`config.mk`:
```
export PLATFORM = sky130hd
export DESIGN_NAME = priv_sched_flat
export DESIGN_NICKNAME = d
export VERILOG_FILES = /design/src/rtl/priv_sched_pkg.sv /design/src/rtl/priv_sched_if.sv /design/src/rtl/priv_sched_quantum_timer.sv /design/src/rtl/priv_sched.sv /design/src/flat_wrapper.sv
export SDC_FILE = /design/constraint.sdc
export NUM_CORES = 1
export LEC_CHECK = 0
export ABC_AREA = 1
export CORE_ASPECT_RATIO = 1.1
export CORE_MARGIN = 2
export CORE_UTILIZATION = 45
export CTS_CLUSTER_DIAMETER = 120
export DETAILED_ROUTE_END_ITERATION = 8
export PLACE_DENSITY = 0.77
export RECOVER_POWER = 100
export REMOVE_ABC_BUFFERS = 1
export SLEW_MARGIN = 20
export SYNTH_ARGS = -nofsm -noshare
export SYNTH_HDL_FRONTEND = slang
export SYNTH_SLANG_ARGS = --single-unit
```
`constraint.sdc`:
```
create_clock -name clock -period 1.7 [get_ports clock]
set_input_delay 0.51 -clock clock [delete_from_list [all_inputs] [get_ports clock]]
set_output_delay 0.51 -clock clock [all_outputs]
set_load 0.03 [all_outputs]
```
`src/rtl/priv_sched_pkg.sv`:
```
// rtl/priv_sched_pkg.sv - shared CPU and scheduler types for the privilege scheduler
package priv_sched_pkg;

   typedef logic [3:0] addr_t;
   typedef logic [3:0] irq_vec_t;
   typedef logic [1:0] irq_idx_t;

   typedef enum logic [1:0] {
      PRIV    = 2'd0,
      TO_USER = 2'd1,
      USER    = 2'd2,
      TO_PRIV = 2'd3
   } sched_state_t;

   typedef enum logic [1:0] {
      CAUSE_NONE    = 2'b00,
      CAUSE_QUANTUM = 2'b01,
      CAUSE_IRQ     = 2'b10,
      CAUSE_BOTH    = 2'b11
   } cause_t;

   localparam int QCNT_W = 4;

   // Lowest-numbered set bit wins; callers only use the result when some bit is set.
   function automatic irq_idx_t lowest_irq(input irq_vec_t v);
      irq_idx_t id;
      id = '0;
      for (int i = 3; i >= 0; i--) begin
         if (v[i]) id = irq_idx_t'(i);
      end
      return id;
   endfunction

endpackage

```
`src/rtl/priv_sched_if.sv`:
```
// rtl/priv_sched_if.sv - CPU-facing bundle between the core and the privilege scheduler
interface priv_sched_if;
   import priv_sched_pkg::*;

   logic     step;
   addr_t    cur_addr;
   logic     swap_req;
   irq_vec_t irq;
   irq_vec_t irq_mask;
   logic     is_priv;
   logic     redirect;
   addr_t    redirect_addr;
   addr_t    saved_addr;
   logic [1:0] cause;
   irq_idx_t irq_id;

   modport master (
      output step, cur_addr, swap_req, irq, irq_mask,
      input  is_priv, redirect, redirect_addr, saved_addr, cause, irq_id
   );

   modport slave (
      input  step, cur_addr, swap_req, irq, irq_mask,
      output is_priv, redirect, redirect_addr, saved_addr, cause, irq_id
   );

endinterface

```
`src/rtl/priv_sched_quantum_timer.sv`:
```
// rtl/priv_sched_quantum_timer.sv - loadable down-counter that saturates at zero
module quantum_timer #(
   parameter int WIDTH = 4
) (
   input  logic             clock,
   input  logic             reset,
   input  logic             load,
   input  logic [WIDTH-1:0] load_val,
   input  logic             dec,
   output logic [WIDTH-1:0] count,
   output logic             zero
);

   always_ff @(posedge clock or posedge reset) begin
      if (reset) begin
         count <= '0;
      end else if (load) begin
         count <= load_val;
      end else if (dec && (count != '0)) begin
         count <= count - 1'b1;
      end
   end

   assign zero = (count == '0);

endmodule

```
`src/rtl/priv_sched.sv`:
```
// rtl/priv_sched.sv - time-slice scheduler switching the CPU between privileged and user banks
module priv_sched
   import priv_sched_pkg::*;
#(
   parameter int    QUANTUM     = 8,
   parameter addr_t TRAP_VECTOR = 4'h0
) (
   input  logic         clock,
   input  logic         reset,
   priv_sched_if.slave  bus
);

   sched_state_t         state;
   logic                 is_priv_q;
   logic                 redirect_q;
   addr_t                redirect_addr_q;
   addr_t                saved_addr_q;
   cause_t               cause_q;
   irq_idx_t             irq_id_q;

   logic [QCNT_W-1:0]    count;
   logic                 zero;
   logic                 load;
   logic                 dec;
   irq_vec_t             pending;
   logic                 expire;
   logic                 take_trap;

   assign pending   = bus.irq & bus.irq_mask;
   assign load      = (state == TO_USER);
   assign dec       = (state == USER) && bus.step;
   // Expiry is judged on the value the counter lands on this edge; a counter
   // already at zero in user mode is treated as expired rather than wrapping.
   assign expire    = (bus.step && (count == QCNT_W'(1))) || zero;
   assign take_trap = (state == USER) && (expire || (pending != '0));

   quantum_timer #(
      .WIDTH(QCNT_W)
   ) u_quantum_timer (
      .clock    (clock),
      .reset    (reset),
      .load     (load),
      .load_val (QCNT_W'(QUANTUM)),
      .dec      (dec),
      .count    (count),
      .zero     (zero)
   );

   always_ff @(posedge clock or posedge reset) begin
      if (reset) begin
         state           <= PRIV;
         is_priv_q       <= 1'b1;
         redirect_q      <= 1'b0;
         redirect_addr_q <= '0;
         saved_addr_q    <= '0;
         cause_q         <= CAUSE_NONE;
         irq_id_q        <= '0;
      end else begin
         unique case (state)
            PRIV: begin
               redirect_q      <= 1'b0;
               redirect_addr_q <= '0;
               is_priv_q       <= 1'b1;
               if (bus.swap_req) begin
                  state           <= TO_USER;
                  redirect_q      <= 1'b1;
                  redirect_addr_q <= saved_addr_q;
               end
            end
            TO_USER: begin
               state           <= USER;
               redirect_q      <= 1'b0;
               redirect_addr_q <= '0;
               is_priv_q       <= 1'b0;
            end
            USER: begin
               redirect_q      <= 1'b0;
               redirect_addr_q <= '0;
               is_priv_q       <= 1'b0;
               if (take_trap) begin
                  state           <= TO_PRIV;
                  redirect_q      <= 1'b1;
                  redirect_addr_q <= TRAP_VECTOR;
                  saved_addr_q    <= bus.cur_addr;
                  if (pending != '0) begin
                     cause_q  <= expire ? CAUSE_BOTH : CAUSE_IRQ;
                     irq_id_q <= lowest_irq(pending);
                  end else begin
                     cause_q  <= CAUSE_QUANTUM;
                  end
               end
            end
            TO_PRIV: begin
               state           <= PRIV;
               redirect_q      <= 1'b0;
               redirect_addr_q <= '0;
               is_priv_q       <= 1'b1;
            end
            default: begin
               state           <= PRIV;
               redirect_q      <= 1'b0;
               redirect_addr_q <= '0;
               is_priv_q       <= 1'b1;
            end
         endcase
      end
   end

   assign bus.is_priv       = is_priv_q;
   assign bus.redirect      = redirect_q;
   assign bus.redirect_addr = redirect_addr_q;
   assign bus.saved_addr    = saved_addr_q;
   assign bus.cause         = cause_q;
   assign bus.irq_id        = irq_id_q;

endmodule

```
`src/flat_wrapper.sv`:
```
// flat-port wrapper written by rule: the top's interface ports become plain ports
module priv_sched_flat import priv_sched_pkg::*;
#(
   parameter int    QUANTUM     = 8,
   parameter addr_t TRAP_VECTOR = 4'h0
)
  (clock, reset, bus_step, bus_cur_addr, bus_swap_req, bus_irq, bus_irq_mask, bus_is_priv, bus_redirect, bus_redirect_addr, bus_saved_addr, bus_cause, bus_irq_id);
  priv_sched_if bus_i ();
  input  logic clock;
  input  logic reset;
  input wire logic [$bits(bus_i.step)-1:0] bus_step;
  input wire logic [$bits(bus_i.cur_addr)-1:0] bus_cur_addr;
  input wire logic [$bits(bus_i.swap_req)-1:0] bus_swap_req;
  input wire logic [$bits(bus_i.irq)-1:0] bus_irq;
  input wire logic [$bits(bus_i.irq_mask)-1:0] bus_irq_mask;
  output wire logic [$bits(bus_i.is_priv)-1:0] bus_is_priv;
  output wire logic [$bits(bus_i.redirect)-1:0] bus_redirect;
  output wire logic [$bits(bus_i.redirect_addr)-1:0] bus_redirect_addr;
  output wire logic [$bits(bus_i.saved_addr)-1:0] bus_saved_addr;
  output wire logic [$bits(bus_i.cause)-1:0] bus_cause;
  output wire logic [$bits(bus_i.irq_id)-1:0] bus_irq_id;
  assign bus_i.step = bus_step;
  assign bus_i.cur_addr = bus_cur_addr;
  assign bus_i.swap_req = bus_swap_req;
  assign bus_i.irq = bus_irq;
  assign bus_i.irq_mask = bus_irq_mask;
  assign bus_is_priv = bus_i.is_priv;
  assign bus_redirect = bus_i.redirect;
  assign bus_redirect_addr = bus_i.redirect_addr;
  assign bus_saved_addr = bus_i.saved_addr;
  assign bus_cause = bus_i.cause;
  assign bus_irq_id = bus_i.irq_id;
  priv_sched #(.QUANTUM(QUANTUM), .TRAP_VECTOR(TRAP_VECTOR)) u_core (.clock(clock), .reset(reset), .bus(bus_i));
endmodule
```
==> metrics.md <==
| Metric | Value |
|---|---|
| Status | finished clean |
| CP required | 1.19 ns |
| Most common cell after layout, fill and taps aside | nand2_1 |
| Seq/Total Area, Yosys | 0.5025 |
| Layout cell share with drive strength beyond 1 | 0.09615 |
| CP max FO | 3 |
| Internal power | 1.268 mW |
| Routed Antenna Nets | 0 |
| Full die area | 2612 sq um |
| Reg-to-Reg End | u_core.bus.redirect |
| Fillers | 195 |
| # DRC | 0 |
| RSZ-0062 raised after global routing | false |
| Die Y-Extent | 53.40 um |
| WL/cell | 10.58 um |
| Gr usage total | 0.1713 |
| Post-Route Setup TNS | 0 ns |
| Via count | 816 |
| FF-to-FF path depth | 8 |
| CP Class | reg2out |
| Power Dens Cells | 1783 nW/um^2 |
| Crit share post-route | 0.9376 |
| # setup viols final | 0 |
| TritonCTS clock tree | yes |
| Clock power share | 0.111 |
| Most frequent cells in the layout | nand2_1, inv_1, dfrtp_1 |
| Total power | 2.378 mW |
| Count of cell types in the netlist | 18 |
| Flop2flop setup slack | 0.32 ns |
| Sequential share of power | 0.344 |
| Cts hold-fix bufs | 0 |
| PortBufs | 29 |
| DRT iter0 DRCs | 11 |
| Crit path largest cell delay | 0.41 ns |
| # IOs | 30 |
| Slew headroom | 0.6838 |
| Die Wd | 48.91 um |
| WP depth | 1 |
| Critical Path AT | 1.08 ns |
| Max rail drop VDD | 0.0009059 V |
| Worst-Margin Slew | 0.4743 ns |
| Post-Syn Instances | 122 |
| Clock-pin transition on the worst setup and hold timing paths | 0.10 ns |
| Synthesized area | 998.5 sq um |
| Critical path startpoint category | flip-flop |
| Crit path capture type | output pin |
| Vias per Instance | 4.435 |
| Layout area overhead | 33.58% |
| Pin count of the biggest net entering global routing | 21 |
| Total gr overflow | 0 |
| Sw Ratio | 0.4670 |
| Clock buffer depth | 2 |
| Crit path time final | 1.594 ns |
| Insertion delay to the later sink of the worst-skew pair | 0.29 ns |
| GP Congestion | 0.7923 |
| H-tree depth | 1 |
| Root buffer cell | clkbuf_4 |
| Leakage | 0.7604 nW |
| NetSw | 1.111 mW |
| Critical-path cell list | dlygate4sd2_1 |
| Worst Skew | 0.004968 ns |
| Initial antenna violation count | 0 |
| CP endpoint | bus_saved_addr[2] |
| Worst r2r src | u_core.state[0] |
| Core Rows | 17 |
| Initial core utilization | 0.4890 |
| DR pass1 iterations | 4 |
| Total clock sinks | 20 |
| CTS Buf Count | 3 |
| FMAX | 627.4 MHz |
| Core area | 2042 sq um |
| Slowest stage cell, crit path | dlygate4sd2_1 |
| Mean area per synthesized cell | 8.184 sq um |
| Final Net Count | 179 |
| Crit path from | u_core.bus.saved_addr[2] |
| Gate power share | 0.545 |
| Max Cap Violations | 0 |
| Worst path bufs/invs | 1 |
| Ys Warns | 0 |
| Setup bufs post-CTS | 0 |
| Antenna diode count | 0 |
| HPWL after DPL | 1.610 mm |
| Seq cells post-synth | 20 |
| Final slew viol count | 0 |
| Hold WC Path Type | reg2reg |
| Final-report hold violation count | 0 |
| First-pass GRT wire length | 3.429 mm |
| Vias in the first global route | 856 |
| Top delay family on crit path | buffers and inverters |
| Total Routed Length | 1.946 mm |
==> cells by family (layout without fill, tap and decap cells) <==
group | count (synthesis) | in the layout | share of synthesized area
buf+inv | 21 | 55 | 0.07894
simple gates | 71 | 71 | 0.3196
fa+ha+maj | 6 | 6 | 0.07519
xor+xnor | 1 | 1 | 0.008774
compound gates | 3 | 3 | 0.01503
flops | 20 | 20 | 0.5025
==> state kept, by name (all words and copies together) (netlist names) <==
signal	cells
u_core.bus.redirect_addr	4
u_core.bus.saved_addr	4
u_core.u_quantum_timer.count	4
u_core.bus.cause	2
u_core.bus.irq_id	2
u_core.state	2
u_core.bus.is_priv	1
u_core.bus.redirect	1
==> what timing repair did <==
item	4_1_cts	5_1_grt
endpoints found under the setup margin	13	0
resized for setup	13	0
hold endpoints to repair	0	0
==> worst min path at each step <==
| stage | slack (ns) | cells past startpoint | startpoint | to |
|---|---|---|---|---|
| 2_1_floorplan | 0.47 | 1 | reset | u_core.bus.cause[0] |
| 3_3_place_gp | 0.45 | 2 | u_core.bus.cause[0] | u_core.bus.cause[0] |
| 3_5_place_dp | 0.46 | 2 | u_core.bus.cause[0] | u_core.bus.cause[0] |
| 4_1_cts | 0.48 | 2 | u_core.bus.cause[0] | u_core.bus.cause[0] |
| 5_1_grt | 0.50 | 2 | u_core.bus.cause[0] | u_core.bus.cause[0] |
| 6_report | 0.47 | 2 | u_core.bus.cause[0] | u_core.bus.cause[0] |
==> synthesized netlist by cell type <==
master | instances | share of area
inv_1 | 18 | 0.068
nand3_1 | 11 | 0.055
ha_1 | 6 | 0.075
nand2_1 | 44 | 0.17
nand3_2 | 1 | 0.010
nor2_1 | 6 | 0.023
o21ai_0 | 1 | 0.0050
dfstp_2 | 1 | 0.026
nand4_1 | 1 | 0.0063
dfrtp_1 | 19 | 0.48
nand2_4 | 1 | 0.011
inv_2 | 3 | 0.011
o21ai_1 | 2 | 0.010
nand2_2 | 3 | 0.019
xor2_1 | 1 | 0.0088
nor2_4 | 1 | 0.011
nor2_2 | 2 | 0.013
or2_2 | 1 | 0.0063
==> power by group through the flow <==
stage               Sequential [mW]  Combinational [mW]  Clock, mW
floorplan                      1.07               0.727          0
global placement              0.825                1.38          0
detailed placement            0.835                1.42          0
CTS                           0.819                1.35      0.271
global route                  0.841                1.48      0.286
finish                        0.818                1.30      0.263
==> metal layers <==
layer | share of wire | global-route usage | routed length, um
met1 | 0.46 | 0.2140 | 900
met2 | 0.49 | 0.2991 | 946
met3 | 0.045 | 0.02825 | 87
met4 | 0.0062 | 0.06667 | 12
met5 | 0 | 0 | 0
==> metrics by stage <==
stage               hold WS (ns)  cells  setup slack, ns    util  instance area (sq um)
floorplan                 0.4670    122           0.4968       -                  998.5
global placement          0.4538    180          0.05036  0.6507                   1329
detailed placement        0.4574    180          0.03097  0.6507                   1329
CTS                       0.4791    184          0.08741  0.6605                   1349
global route              0.5033    184          0.03349  0.6532                   1334
finish                    0.4743    184           0.1062  0.6532                   1334
==> worst register-to-register path, cell delays in order (launching register included) <==
cell and delay [ns]:
dfrtp_1 0.38, inv_1 0.08, ha_1 0.25, nand2_1 0.10, nand2_1 0.09, inv_1 0.16, nand2_4 0.09, nand2_1 0.06
nand2_1 0.05
==> area by class of cell <==
class                      instances  area [sq um]  share of cell area
tap                               28         35.03             0.02627
clock buffer                       4         36.28             0.02720
sequential                        20         501.7              0.3762
multi-input combinational         81         407.9              0.3058
timing repair buffer              30         274.0              0.2054
inverter                          21         78.83             0.05910
Note: power is estimated with default switching activity, not from simulation.
